`config.mk`:
```
export PLATFORM = sky130hd
export DESIGN_NAME = memory_arbiter
export DESIGN_NICKNAME = d
export VERILOG_FILES = /design/src/rtl/cpu_types_pkg.sv /design/src/rtl/rr_picker.sv /design/src/rtl/memory_arbiter.sv
export SDC_FILE = /design/constraint.sdc
export NUM_CORES = 1
export LEC_CHECK = 0
export ABC_AREA = 1
export CORE_AREA = 5 5 167 169
export DETAILED_ROUTE_END_ITERATION = 7
export DIE_AREA = 0 0 172 174
export DONT_BUFFER_PORTS = 1
export PLACE_DENSITY = 0.32
export RECOVER_POWER = 50
export SYNTH_ARGS = -nofsm -noshare
export SYNTH_HDL_FRONTEND = slang
export SYNTH_HIERARCHICAL = 1
export SYNTH_SLANG_ARGS = --single-unit
```
`constraint.sdc`:
```
create_clock -name CLK -period 2.1 [get_ports CLK]
set_input_delay 0.42 -clock CLK [delete_from_list [all_inputs] [get_ports CLK]]
set_output_delay 0.42 -clock CLK [all_outputs]
set_load 0.005 [all_outputs]
```
`src/rtl/cpu_types_pkg.sv`:
```
// -----------------------------------------------------------------------------
// cpu_types_pkg
// Shared types for the cache bus and the memory arbiter.
//   word_t      : one 32-bit bus word
//   ramstate_t  : status reported by the single-ported RAM
//   arb_state_t : arbitration state of memory_arbiter
//   idx_w()     : width of an index into a set of n ports (at least 1 bit)
// -----------------------------------------------------------------------------
package cpu_types_pkg;

    localparam int WORD_W = 32;

    typedef logic [WORD_W-1:0] word_t;

    typedef enum logic [1:0] {
        FREE   = 2'd0,
        BUSY   = 2'd1,
        ACCESS = 2'd2,
        ERROR  = 2'd3
    } ramstate_t;

    typedef enum logic [1:0] {
        IDLE = 2'd0,
        DGNT = 2'd1,
        IGNT = 2'd2
    } arb_state_t;

    function automatic int idx_w(input int n);
        return (n > 1) ? $clog2(n) : 1;
    endfunction

endpackage

```
`src/rtl/rr_picker.sv`:
```
// -----------------------------------------------------------------------------
// rr_picker
// Round-robin selector over a request vector. The search starts at prio_i and
// walks upward (wrapping), so prio_i wins any tie it takes part in.
//   req_i   [CPUS-1:0] request per port
//   prio_i  [IW-1:0]   favoured port index
//   valid_o            at least one request present
//   idx_o   [IW-1:0]   winning port index (0 when valid_o=0)
// -----------------------------------------------------------------------------
module rr_picker
    import cpu_types_pkg::*;
#(
    parameter int CPUS = 2,
    parameter int IW   = idx_w(CPUS)
) (
    input  logic [CPUS-1:0] req_i,
    input  logic [IW-1:0]   prio_i,
    output logic            valid_o,
    output logic [IW-1:0]   idx_o
);

    always_comb begin
        logic          found;
        logic [IW-1:0] cand;
        found   = 1'b0;
        cand    = '0;
        valid_o = 1'b0;
        idx_o   = '0;
        for (int k = 0; k < CPUS; k++) begin
            // Modulo keeps the candidate in range for non-power-of-two CPUS.
            cand = IW'((int'(prio_i) + k) % CPUS);
            if (!found && req_i[cand]) begin
                found = 1'b1;
                idx_o = cand;
            end
        end
        valid_o = found;
    end

endmodule

```
`src/rtl/memory_arbiter.sv`:
```
// -----------------------------------------------------------------------------
// memory_arbiter
// Memory-side responder for the cache bus. Arbitrates word requests from the
// per-core icache and dcache ports onto one single-ported RAM, holds a dcache
// grant for as long as that dcache keeps a strobe up (writeback then fill),
// and returns RAM data / wait status to the granted port only.
//
//   CLK, nRST                clock (rising edge), async active-low reset
//   iREN, iaddr              icache read request / word address, per core
//   iwait, iload             icache stall (0 on delivery cycle) / data
//   dREN, dWEN, daddr, dstore dcache read / write request, address, data
//   dwait, dload             dcache stall (0 on completion cycle) / data
//   ramREN, ramWEN           RAM strobes
//   ramaddr, ramstore        RAM address / write data
//   ramload, ramstate        RAM read data / status (FREE,BUSY,ACCESS,ERROR)
//
// All outputs are combinational from the registered state, the granted
// port's inputs and ramstate.
//
// state | meaning
// IDLE  | no grant; arbitrate this cycle, no RAM strobes
// DGNT  | dcache[gnt] owns the RAM while dREN|dWEN stays high
// IGNT  | icache[gnt] owns the RAM until ACCESS or iREN drops
// -----------------------------------------------------------------------------
module memory_arbiter
    import cpu_types_pkg::*;
#(
    parameter int CPUS = 2
) (
    input  logic                         CLK,
    input  logic                         nRST,
    input  logic [CPUS-1:0]              iREN,
    input  logic [CPUS-1:0][WORD_W-1:0]  iaddr,
    output logic [CPUS-1:0]              iwait,
    output logic [CPUS-1:0][WORD_W-1:0]  iload,
    input  logic [CPUS-1:0]              dREN,
    input  logic [CPUS-1:0]              dWEN,
    input  logic [CPUS-1:0][WORD_W-1:0]  daddr,
    input  logic [CPUS-1:0][WORD_W-1:0]  dstore,
    output logic [CPUS-1:0]              dwait,
    output logic [CPUS-1:0][WORD_W-1:0]  dload,
    output logic                         ramREN,
    output logic                         ramWEN,
    output logic [WORD_W-1:0]            ramaddr,
    output logic [WORD_W-1:0]            ramstore,
    input  logic [WORD_W-1:0]            ramload,
    input  logic [1:0]                   ramstate
);

    localparam int IW = idx_w(CPUS);

    arb_state_t    state_q, state_d;
    logic [IW-1:0] gnt_q, gnt_d;
    logic [IW-1:0] prio_q, prio_d;

    logic          d_valid, i_valid;
    logic [IW-1:0] d_idx, i_idx;
    logic [IW-1:0] prio_after_gnt;
    logic          ram_done;

    assign ram_done       = (ramstate_t'(ramstate) == ACCESS);
    assign prio_after_gnt = IW'((int'(gnt_q) + 1) % CPUS);

    // A write strobe wins over a read strobe on the same dcache, so both
    // count as a dcache request.
    rr_picker #(.CPUS(CPUS), .IW(IW)) u_pick_d (
        .req_i   (dREN | dWEN),
        .prio_i  (prio_q),
        .valid_o (d_valid),
        .idx_o   (d_idx)
    );

    rr_picker #(.CPUS(CPUS), .IW(IW)) u_pick_i (
        .req_i   (iREN),
        .prio_i  (prio_q),
        .valid_o (i_valid),
        .idx_o   (i_idx)
    );

    always_ff @(posedge CLK or negedge nRST) begin
        if (!nRST) begin
            state_q <= IDLE;
            gnt_q   <= '0;
            prio_q  <= '0;
        end else begin
            state_q <= state_d;
            gnt_q   <= gnt_d;
            prio_q  <= prio_d;
        end
    end

    always_comb begin
        state_d  = state_q;
        gnt_d    = gnt_q;
        prio_d   = prio_q;
        iwait    = '1;
        iload    = '0;
        dwait    = '1;
        dload    = '0;
        ramREN   = 1'b0;
        ramWEN   = 1'b0;
        ramaddr  = '0;
        ramstore = '0;

        unique case (state_q)
            IDLE: begin
                // Any dcache request beats any icache request.
                if (d_valid) begin
                    state_d = DGNT;
                    gnt_d   = d_idx;
                end else if (i_valid) begin
                    state_d = IGNT;
                    gnt_d   = i_idx;
                end
            end

            DGNT: begin
                if (dREN[gnt_q] || dWEN[gnt_q]) begin
                    // Grant is held across word boundaries and across a
                    // WEN->REN switch; the cache decides when it is done.
                    ramWEN       = dWEN[gnt_q];
                    ramREN       = dREN[gnt_q] & ~dWEN[gnt_q];
                    ramaddr      = daddr[gnt_q];
                    ramstore     = dstore[gnt_q];
                    dwait[gnt_q] = ~ram_done;
                    dload[gnt_q] = ramload;
                end else begin
                    // Release cycle: no strobe, pass priority on.
                    state_d = IDLE;
                    prio_d  = prio_after_gnt;
                end
            end

            IGNT: begin
                if (iREN[gnt_q]) begin
                    ramREN       = 1'b1;
                    ramaddr      = iaddr[gnt_q];
                    iwait[gnt_q] = ~ram_done;
                    iload[gnt_q] = ramload;
                    if (ram_done) begin
                        state_d = IDLE;
                        prio_d  = prio_after_gnt;
                    end
                end else begin
                    // Fetch abandoned before delivery; the core keeps its
                    // round-robin turn.
                    state_d = IDLE;
                end
            end

            default: begin
                state_d = IDLE;
            end
        endcase
    end

endmodule

```
==> impl_metrics.py <==
metrics = {
    "run_status": {
        "status": "complete, but fails checks",
        "violations": "negative setup slack",
    },
    "routing": {
        "routed_wl_mm": 18.2,
        "viasPerCell": 4.34,
        "drc": 0,
        "drtPass1Iterations": 6,
        "drt_iter0_markers": 349,
        "wl_per_cell_um": 17.6,
        "final_antenna_net_count": 0,
        "num_vias": 4501,
    },
    "floorplanning": {
        "die_area_mm2": 0.0299,
        "die_h_um": 174,
        "die_x_um": 172,
        "initial_utilization_pct": 11.9,
        "rows": 60,
        "io_pins": 432,
        "core_area_mm2": 0.0264,
    },
    "setup_path": {
        "cp_max_fo": 56,
        "crit_chain": "buf_4 > buf_16 > nand2_1 > nand2_1 > nand2_1 > a21oi_1 > buf_4",
        "worst-path-buf-inv": 3,
        "slowest_delay_ns": 0.50,
        "cp.required_ns": 1.68,
        "startpoint_type": "flip-flop",
        "criticalPathCategory": "flip-flop to primary output",
        "crit_top_cell": "nand2_1",
        "cp.arrival_ns": 1.71,
        "path_delay_family": "flip-flops",
        "cpMaxStageDelayCell": "dfrtp_4",
        "end_kind": "primary output",
    },
    "power_and_ir_drop": {
        "seq_power_share_pct": 3.4,
        "p_leak_nw": 1.77,
        "ir_worst_vdd_uv": 649,
        "pwr-share-comb_pct": 90.7,
        "power.density_mw_per_mm2": 1290,
        "power_mw": 5.21,
        "pwr-share-clk_pct": 5.9,
        "intPower_mw": 1.86,
        "p_switching_mw": 3.34,
        "swShare_pct": 64.2,
    },
    "place": {
        "routabilityCongestion": 0.857,
        "io_buffer_count": 0,
        "dpl.hpwl_mm": 13.9,
        "dp_cells": 1017,
        "pre_cts_slack_ns": 0.128,
    },
    "global_route": {
        "grt_pass1_wl_mm": 24.4,
        "grt_pass1_vias": 4101,
        "grt_max_degree": 78,
        "gr-total-overflow": 0,
        "antenna_found_initial": 0,
        "track_usage_pct": 10.3,
    },
    "timing": {
        "tightest_slew_ns": 0.365,
        "hold_viol": 0,
        "worst_slack_ns": -0.0263,
        "fin_skew_ns": 0.000966,
        "slew_headroom_pct": 75.7,
        "max_clock_freq_ghz": 0.470,
        "grt_setup_unrepaired": "yes",
        "setup_viol": 4,
        "timing.final.crit_share_pct": 101,
        "fin_crit_ns": 2.13,
        "drv_slew": 0,
    },
    "clock_network": {
        "clk_latency_ns": 0.22,
        "cts_buffers": 3,
        "clkSlewWorstSetupHoldPaths_ns": 0.03,
        "ctsLongestPathBuffers": 2,
        "clock_sinks": 4,
        "htree_levels": 1,
        "root_buffer": "clkbuf_16",
        "cts_tree": "yes",
    },
    "yosys": {
        "synth_warnings": 6,
        "synth_seq_area_share_pct": 3.19,
        "synthCells": 713,
        "ys_types": 19,
        "syn_area_mm2": 0.00313,
        "syn_nets": 950,
        "syn_avg_cell_area_um2": 4.39,
        "synth-seq-cells": 4,
    },
    "worst_hold_path": {
        "hp-class": "primary input to async pin",
    },
    "final_layout": {
        "nNetsFinal": 933,
        "stdcell_count": 1036,
        "drive_gt1_share_pct": 15.3,
        "syn2layout_area_growth_pct": 28.8,
        "antennaDiodeCount": 0,
        "fin_util_pct": 15.3,
    },
    "flow_run": {
        "maxCapViolCount": 0,
    },
}
-- sequential cells by signal, summed over array words and instances, names as in the netlist --
name and count:
state_q 2, prio_q 1, gnt_q 1
-- cell type report --
| cell class | count | area (um2) |
|---|---|---|
| clock buffer | 4 | 78.8 |
| fill | 3130 | 22400 |
| inverter | 19 | 86.3 |
| multi-input combinational | 630 | 2800 |
| sequential | 4 | 104 |
| tap | 341 | 427 |
| timing repair buffer | 38 | 544 |
-- layer usage --
layer,track usage (%),wire length [um],up-vias
li1,-,-,2147
met4,0.983,94,0
met2,18.2,9260,269
met3,1.27,1660,8
met1,13.7,7220,2077
met5,0,0,-
-- power by group through the flow --
stage,sequential (mW),clock [mW],combinational (mW)
after floorplan,0.125,0,3.12
after global placement,0.168,0,4.18
after detailed placement,0.169,0,4.16
after CTS,0.171,0.315,4.52
after global routing,0.182,0.323,5.30
final,0.175,0.308,4.73
-- synthesized netlist by cell type (all sizes together) --
cell | number | share of area (%)
a21oi | 68 | 13
buf | 39 | 8.3
clkbuf | 21 | 2.5
dfrtp | 4 | 3.2
ha | 3 | 1.2
inv | 19 | 2.4
mux2i | 1 | 0.32
nand2 | 381 | 46
nand3 | 35 | 5.6
nand4 | 3 | 0.60
nor2 | 137 | 16
or2 | 2 | 0.40
-- cell usage in the layout, fill, tap and decap left out, types with 5 or more instances in the layout --
| cell | instances |
|---|---|
| a21oi_1 | 20 |
| a21oi_2 | 45 |
| buf_12 | 8 |
| buf_16 | 5 |
| buf_4 | 16 |
| clkbuf_16 | 5 |
| inv_1 | 17 |
| nand2_1 | 369 |
| nand2_2 | 9 |
| nand3_1 | 35 |
| nor2_1 | 134 |
-- repair_timing --
action	in CTS	in global routing
hold endpoints to repair	4	0
hold buffers	1	0
gates resized for setup	43	23
setup endpoints to repair	111	124
pin swaps	18	12
cloned	4	2
buffers inserted	5	5
-- worst paths after layout --
kind | end | cells past startpoint | start | slack [ns]
setup reg to reg | state_q[0] | 10 | gnt_q | 0.28
max in group asynchronous | gnt_q | 1 | nRST | 1.41
setup / recovery | ramaddr[11] | 7 | gnt_q | -0.03
min in group CLK | gnt_q | 3 | iREN[0] | 0.48
hold reg to reg | prio_q | 2 | prio_q | 0.52
hold / removal | prio_q | 1 | nRST | 0.48
-- per-stage QoR --
stage | cell area, um2 | TNS [ns] | hold WS [ns]
floorplan | 3130 | 0 | 0.124
global placement | 3510 | 0 | 0.125
detailed placement | 3510 | 0 | 0.125
CTS | 3900 | -0.158 | 0.480
global route | 4040 | -7.83 | 0.489
finish | 4040 | -0.0394 | 0.476
-- cell families after synthesis --
| logic type | count (synthesis) | share of synthesized area, % |
|---|---|---|
| buf+inv | 79 | 13.2 |
| compound gates | 68 | 13.3 |
| fa+ha+maj | 3 | 1.20 |
| mux | 1 | 0.320 |
| flops | 4 | 3.20 |
| simple gates | 558 | 68.8 |
Power figures use the tool's default switching activity.
